$ cat src/rtl/mux_arbitro.sv
// mux_arbitro
//   Arbitrates one channel of a 1-of-2 FET mux between two requesters.
//   Every channel change is break-before-make: disable, settle, move the
//   select, settle, enable, settle, then grant. It also counts select changes
//   as an activity metric.
//
// Ports
//   clk           in   rising-edge clock
//   notreset      in   synchronous reset, active low
//   req[1:0]      in   req[i]=1: requester i wants channel i (level)
//   grant[1:0]    out  grant[i]=1: channel i connected and settled
//   s             out  mux select, 0 = channel 0, 1 = channel 1
//   notoe         out  mux output disable, 1 = high-Z
//   busy          out  1 whenever the FSM is not idle
//   switch_count  out  number of select changes since reset, wraps at 255
//
// state | meaning
// IDLE  | mux disabled, nothing granted
// SEL   | select driven, outputs still disabled, waiting TSEL
// EN    | outputs enabled, waiting TEN before granting
// OWN   | channel granted; cnt counts hold time up to TMAX
// DIS   | outputs disabled, waiting TDIS before select may move

module mux_arbitro #(
    parameter int TSEL = 2,
    parameter int TEN  = 2,
    parameter int TDIS = 2,
    parameter int TMAX = 16,
    parameter int CW   = 5
) (
    input  logic       clk,
    input  logic       notreset,
    input  logic [1:0] req,
    output logic [1:0] grant,
    output logic       s,
    output logic       notoe,
    output logic       busy,
    output logic [7:0] switch_count
);

    typedef enum logic [2:0] {
        IDLE = 3'd0,
        SEL  = 3'd1,
        EN   = 3'd2,
        OWN  = 3'd3,
        DIS  = 3'd4
    } state_t;

    localparam logic [CW-1:0] TSEL_C = CW'(TSEL);
    localparam logic [CW-1:0] TEN_C  = CW'(TEN);
    localparam logic [CW-1:0] TDIS_C = CW'(TDIS);
    localparam logic [CW-1:0] TMAX_C = CW'(TMAX);
    localparam logic [CW-1:0] ONE_C  = CW'(1);

    state_t        state;
    logic [CW-1:0] cnt;
    logic          last;
    logic          winner;

    // Only meaningful when req != 00: a lone requester wins, a tie goes to
    // the channel that did not win last time.
    always_comb begin
        winner = req[1];
        if (req == 2'b11) begin
            winner = ~last;
        end
    end

    always_ff @(posedge clk) begin
        if (!notreset) begin
            state        <= IDLE;
            s            <= 1'b0;
            notoe        <= 1'b1;
            grant        <= 2'b00;
            busy         <= 1'b0;
            switch_count <= 8'd0;
            cnt          <= '0;
            last         <= 1'b1;
        end else begin
            case (state)
                IDLE: begin
                    notoe <= 1'b1;
                    grant <= 2'b00;
                    if (req != 2'b00) begin
                        state <= SEL;
                        busy  <= 1'b1;
                        cnt   <= TSEL_C;
                        s     <= winner;
                        last  <= winner;
                        if (winner != s) begin
                            switch_count <= switch_count + 8'd1;
                        end
                    end
                end

                SEL: begin
                    // notoe never fell here, so an abort can go straight idle
                    if (!req[s]) begin
                        state <= IDLE;
                        busy  <= 1'b0;
                    end else if (cnt <= ONE_C) begin
                        state <= EN;
                        notoe <= 1'b0;
                        cnt   <= TEN_C;
                    end else begin
                        cnt <= cnt - ONE_C;
                    end
                end

                EN: begin
                    if (!req[s]) begin
                        state <= DIS;
                        notoe <= 1'b1;
                        cnt   <= TDIS_C;
                    end else if (cnt <= ONE_C) begin
                        state <= OWN;
                        grant <= {s, ~s};
                        cnt   <= '0;
                    end else begin
                        cnt <= cnt - ONE_C;
                    end
                end

                OWN: begin
                    // grant falls and notoe rises on the same edge
                    if (!req[s] ||
                        ((TMAX != 0) && (cnt == TMAX_C) && req[~s])) begin
                        state <= DIS;
                        grant <= 2'b00;
                        notoe <= 1'b1;
                        cnt   <= TDIS_C;
                    end else if (cnt != TMAX_C) begin
                        cnt <= cnt + ONE_C;
                    end
                end

                DIS: begin
                    if (cnt <= ONE_C) begin
                        if (req != 2'b00) begin
                            state <= SEL;
                            cnt   <= TSEL_C;
                            s     <= winner;
                            last  <= winner;
                            if (winner != s) begin
                                switch_count <= switch_count + 8'd1;
                            end
                        end else begin
                            state <= IDLE;
                            busy  <= 1'b0;
                        end
                    end else begin
                        cnt <= cnt - ONE_C;
                    end
                end

                default: begin
                    state <= IDLE;
                    notoe <= 1'b1;
                    grant <= 2'b00;
                    busy  <= 1'b0;
                end
            endcase
        end
    end

endmodule
$ cat config.mk
export PLATFORM = sky130hd
export DESIGN_NAME = mux_arbitro
export DESIGN_NICKNAME = d
export VERILOG_FILES = /design/src/rtl/mux_arbitro.sv
export SDC_FILE = /design/constraint.sdc
export NUM_CORES = 1
export LEC_CHECK = 0
export CAP_MARGIN = 20
export CORE_UTILIZATION = 60
export CTS_CLUSTER_SIZE = 25
export DETAILED_ROUTE_END_ITERATION = 7
export PLACE_DENSITY_LB_ADDON = 0.25
export SKIP_LAST_GASP = 1
export SYNTH_ARGS = -nofsm -noshare
export SYNTH_HDL_FRONTEND = slang
export SYNTH_SLANG_ARGS = --single-unit
$ cat constraint.sdc
create_clock -name clk -period 4.9 [get_ports clk]
set_input_delay 0.49 -clock clk [delete_from_list [all_inputs] [get_ports clk]]
set_output_delay 0.49 -clock clk [all_outputs]
set_load 0.05 [all_outputs]
-- Yosys cells after proc, flatten, opt, wreduce, memory -nomap -nowiden
Index checks and enable logic that the tools add are counted.
- bits in registers: 22
- input bits: 4
- output and inout bits: 13
- logic and storage cells: 102
- add/subtract/negate cells: 3
- order comparisons: 3
- eq/ne operators: 21
- muxes and demuxes: 47
- bitwise gates (word level): 5
- reductions and logical operators: 15
- operator list (operator ; number):
    5-bit 2-to-1 mux ; 8
    5-bit one-hot mux with 5 select lines ; 1
    8-bit 2-to-1 mux ; 3
    3-bit 2-to-1 mux ; 7
    2-bit != test, second input constant ; 10
    1-bit 2-to-1 mux ; 18
    8-bit one-hot mux with 2 select lines ; 1
    3-bit one-hot mux with 5 select lines ; 1
    5-bit AND reduction ; 3
    3-bit != test, second input constant ; 3
    8-bit by 1-bit adder with 8-bit output, second input constant ; 1
    1-bit one-hot mux with 4 select lines ; 2
    3-bit by 2-bit == test with 1-bit output, second input constant ; 2
    2-bit 2-to-1 mux ; 3
    2-bit one-hot mux with 3 select lines ; 1
    5-bit by 1-bit adder with 5-bit output, second input constant ; 1
    5-bit == test, second input constant ; 1
    5-bit by 1-bit <= comparator with 1-bit output, second input constant ; 1
    5-bit != test, second input constant ; 1
    1-bit inverter ; 5
    5-bit nonzero test ; 1
    5-bit by 1-bit subtractor with 5-bit output, second input constant ; 1
    1-bit by 2-bit < comparator with 1-bit output, second input constant ; 2
    1-bit one-hot mux with 2 select lines ; 2
    13 further kinds ; 15

-- Longest topological paths before layout
- word-level depth: 7
- mapped depth: 8
- gate-level depth less buffers: 7

-- Worst setup path after synthesis
OpenSTA, ideal clock, no wires.
- path kind: register to register
- from: register s
- to: register cnt[2]
- library setup time: 125 ps
- arrival: 2107 ps
- required time: 4775 ps
- slack: 2669 ps
- cell stages (with the launch flop): 7
- path buffers: 1
- period minus slack after synthesis: 2231 ps
- cells stage by stage: dfxtp_1 -> buf_2 -> mux2_2 -> a2bb2oi_1 -> nor2_1 -> a221oi_1 -> o32ai_1
- longest elaborated chain between the ends: 6
- elaborated cells on any way between the ends: 13
- classes of those cells: eq/ne (2); mux (7); reduce/logical (4)
- RTL lines (item ; line ; source):
    start: declaration ; 35 ; output logic s,
    start signal: assignment ; 88 ; s <= winner;
    start signal: assignment ; 142 ; s <= winner;
    1-bit 2-to-1 mux (on tied branches) (2 in a row) ; -- ;
    1-bit zero test or 1-bit logical AND (tied branches) ; 126, 127 ;
    1-bit logical OR ; 126 ; if (!req[s] ||
    5-bit 2-to-1 mux or 3-bit != test (tied branches) ; -- ;
    5-bit one-hot mux with 5 select lines or 3-bit AND reduction (tied branches) ; -- ;
    end signal: assignment ; 106 ; cnt <= cnt - ONE_C;
    end signal: assignment ; 120 ; cnt <= cnt - ONE_C;
    end signal: assignment ; 133 ; cnt <= cnt + ONE_C;
    end: declaration ; 56 ; logic [CW-1:0] cnt;
Parallel ways exist; a longest one is shown, timed or not. The select of a mux whose other input is x is not followed.
A chain may end at the register's enable or synchronous reset.

-- Worst setup path after layout
- from: register cnt[1]
- to: register state[1]
- longest elaborated chain between the ends: 5
- elaborated cells on any way between the ends: 9
- classes of those cells: order compare (1); eq/ne (5); reduce/logical (3)
- RTL lines (item ; line ; source):
    branches (longest 4 deep; another with 5-bit by 1-bit <= comparator with 1-bit output) ; -- ;
    5-bit AND reduction (no line) (*) ; -- ;
    end signal: assignment ; 128 ; state <= DIS;
    end signal: assignment ; 140 ; state <= SEL;
    end signal: assignment ; 148 ; state <= IDLE;
    end: declaration ; 55 ; state_t state;
Every way passes the cells marked *.

==> results.py <==
metrics = {
    "outcome": {
        "status": "complete, no violations",
    },
    "die": {
        "ios": 17,
        "dieArea_sq_um": 2900,
        "fp.dieW_um": 53.8,
        "dieHeight_um": 53.8,
        "start_util_pct": 64.5,
        "row_count": 18,
        "coreArea_sq_um": 2500,
    },
    "pwr": {
        "combPwrFrac_pct": 51.2,
        "peakVddDrop_v": 0.000295,
        "pwr-share-clk_pct": 17.1,
        "seqPwrFrac_pct": 31.7,
        "power.internal_mw": 0.448,
        "power_leakage_nw": 0.595,
        "p_sw_mw": 0.390,
        "sw_frac_of_total_pct": 46.5,
        "powerDensity_nw_per_um2": 466,
    },
    "sta": {
        "drv_slew": 0,
        "final_hold_viol_count": 0,
        "period_share_pct": 49.5,
        "tns_ns": 0,
        "fmax_mhz": 413,
        "fin_skew_ns": 0.00236,
        "min_period_ns": 2.42,
        "rsz0062_at_grt": "false",
        "worst_slew_pin_slew_ns": 0.872,
        "max-slew-margin-rel_pct": 41.6,
        "finalSetupViolCount": 0,
    },
    "critical_path": {
        "cp_top_family": "compound AO/OA/AOI/OAI gates",
        "ff2ff_setup_slack_ns": 2.48,
        "worstPathArrival_ns": 2.66,
        "cp_slowest_cell": "nor2_1",
        "ff2ff_path_depth": 7,
        "cp_max_fo": 11,
        "end_kind": "register",
        "worstPathCellList": "inv_1 -> ha_1 -> o21ba_2 -> nor2_1 -> a2bb2oi_1 -> o311ai_1 -> a221oi_1",
        "reg2reg_from": "cnt[1]",
        "crit_required_ns": 5.13,
        "crit_path_start_kind": "register",
        "crit_path_max_incr_delay_ns": 0.69,
        "cp_num_buf_inv": 1,
        "r2r_end": "state[1]",
        "path_class": "register to register",
    },
    "drt": {
        "vias": 1616,
        "viasPerCell": 6.71,
        "wl_per_cell_um": 16.3,
        "ant_nets": 0,
        "drc": 0,
        "wl_mm": 3.92,
        "firstDrtPassIters": 4,
        "drt-initial-drc-count": 81,
    },
    "cts": {
        "cts_hold_buf": 0,
        "clockRootBuffer": "clkbuf_4",
        "clock_latency_ns": 0.32,
        "cts.repair.resized": 0,
        "post_cts_buffers": 0,
        "cts-buffers-inserted": 3,
        "cts_sinks": 22,
        "clk_pin_slew_ns": 0.13,
        "cts_buffer_depth": 2,
        "cts_tree": "done",
        "htreeDepth": 1,
    },
    "synthesis": {
        "yosys.area.top_type": "dfxtp_1",
        "synth-adder-area-share_pct": 3.88,
        "netlist-cell-type-count": 60,
        "synth_compound_area_share_pct": 29.7,
        "ys_seq_area_share_pct": 27.3,
        "synth_area_leaders": "dfxtp_1 27%, nor2_1 5.1%, nand2_1 4.4%, ha_1 3.9%, xnor2_1 3.8%",
        "synth_xor_area_share_pct": 3.80,
        "synth.top_cell.area_share_pct": 27.3,
        "synth_warnings": 0,
        "ys_ff_latch": 22,
        "postSynthAreaPerCell_sq_um": 7.94,
        "synth_fp_nets": 212,
        "yosys.area_share.simple_pct": 25.5,
        "synth_edf_count": 0,
        "syn_area_sq_um": 1610,
        "synthCells": 203,
        "synthMuxAreaShare_pct": 2.72,
        "synth_top_family_by_area": "compound AO/OA/AOI/OAI gates",
        "synth_flop_cell": "dfxtp_1",
        "async_flop_share_pct": 0,
    },
    "global_routing": {
        "grt_max_degree": 20,
        "use_met1_pct": 39.7,
        "grtUsageMet3_pct": 3.95,
        "overflow": 0,
        "grt_use_total_pct": 30.2,
        "grt_pass1_wl_mm": 6.43,
        "met2_usage_pct": 49.2,
        "antenna_found_initial": 0,
        "grt_pass1_vias": 1410,
        "grt.busiest_layer": "met2",
    },
    "flow_run": {
        "drv_cap": 0,
    },
    "finish": {
        "n_fill_cell": 206,
        "seq_area_sq_um": 440,
        "nets": 221,
        "final_layout_size_suffix_gt1_share_pct": 6.64,
        "syn2layout_area_growth_pct": 11.6,
        "fin_util_pct": 71.9,
        "n_antenna_cell": 0,
        "multi_input_area_sq_um": 1060,
    },
    "place": {
        "port_buffers": 16,
        "dp_hpwl_mm": 2.79,
        "gp_congestion": 0.981,
    },
    "min_path": {
        "hold_end": "grant[0]",
        "hp-start": "grant[0]",
        "worstHoldPathCells": 2,
        "hold_path.class": "register to register",
    },
}
-- cell usage after synthesis, drive strengths merged, types with 2 or more instances --
cell type,number
or3,3
nand2,19
nor3,6
a21o,2
dfxtp,22
xnor2,7
nor4,5
nand3,5
clkbuf,3
o221ai,4
a21oi,11
ha,5
o22ai,3
nand2b,2
o31ai,4
o32ai,2
o21ai,9
buf,9
mux2i,2
nor3b,5
nor2b,2
o21ba,2
a221oi,2
nor2,22
a2bb2oi,3
nand4,3
o311ai,3
a31oi,4
inv,12
o211ai,2
-- state kept, by name (all words and copies together) (netlist names) --
name,cells
notoe,1
state,3
s,1
grant,2
busy,1
last,1
switch_count,8
cnt,5
-- metrics by stage --
stage	hold WS [ns]	cell area [sq um]	setup slack, ns	total power, mW	instances
finish	0.486	1800	2.48	0.838	241
global route	0.516	1800	2.33	0.885	241
CTS	0.496	1800	2.58	0.824	241
detailed placement	0.477	1750	2.26	0.681	237
floorplan	0.479	1610	2.67	0.594	203
global placement	0.459	1750	2.39	0.664	237
-- tightest hold or removal path: stages (launching register included) --
cell and delay (ns):
dfxtp_1 0.33, o21ai_0 0.07, a21oi_1 0.06
-- cells by family after synthesis --
group	count (synthesis)
xor gates and xnor gates	7
adders and majority gates	5
and+or+nand+nor	78
buffers and inverters	25
AOI/OAI and AO/OA	63
DFF	22
muxes	3
-- cell type report --
class,instances,area share (%)
sequential,22,24.5
tap,30,2.09
clock inverter,1,1.67
clock buffer,3,1.25
multi-input combinational,156,58.9
timing repair buffer,16,8.91
inverter,13,2.71
-- metal layers --
layer	routed length, um	up-vias
li1	-	774
met1	1680	736
met2	1860	96
met3	325	10
met4	58	0
met5	0	-
-- worst max-delay path by stage --
stage | startpoint | cells after the start | slack, ns | to
2_1_floorplan | s | 6 | 2.67 | cnt[2]
3_3_place_gp | req[1] | 6 | 2.39 | cnt[2]
3_5_place_dp | req[1] | 6 | 2.26 | cnt[2]
4_1_cts | cnt[1] | 7 | 2.58 | state[1]
5_1_grt | cnt[1] | 7 | 2.33 | state[1]
6_report | cnt[1] | 7 | 2.48 | state[1]
-- power by group through the flow --
stage	clock [mW]	combinational (mW)	sequential, mW
3_3_place_gp	0	0.396	0.268
6_report	0.143	0.429	0.266
4_1_cts	0.144	0.415	0.265
5_1_grt	0.153	0.460	0.272
3_5_place_dp	0	0.412	0.268
2_1_floorplan	0	0.327	0.267
-- layout by cell type, fill, tap and decap left out, types with 5 or more instances in the layout --
master / count
nor3_1: 6
nor2_1: 22
dfxtp_1: 22
inv_1: 12
nand2_1: 19
clkdlybuf4s50_1: 16
nand3_1: 5
xnor2_1: 7
ha_1: 5
a21oi_1: 11
o21ai_0: 8
Note: power is estimated with default switching activity, not from simulation.
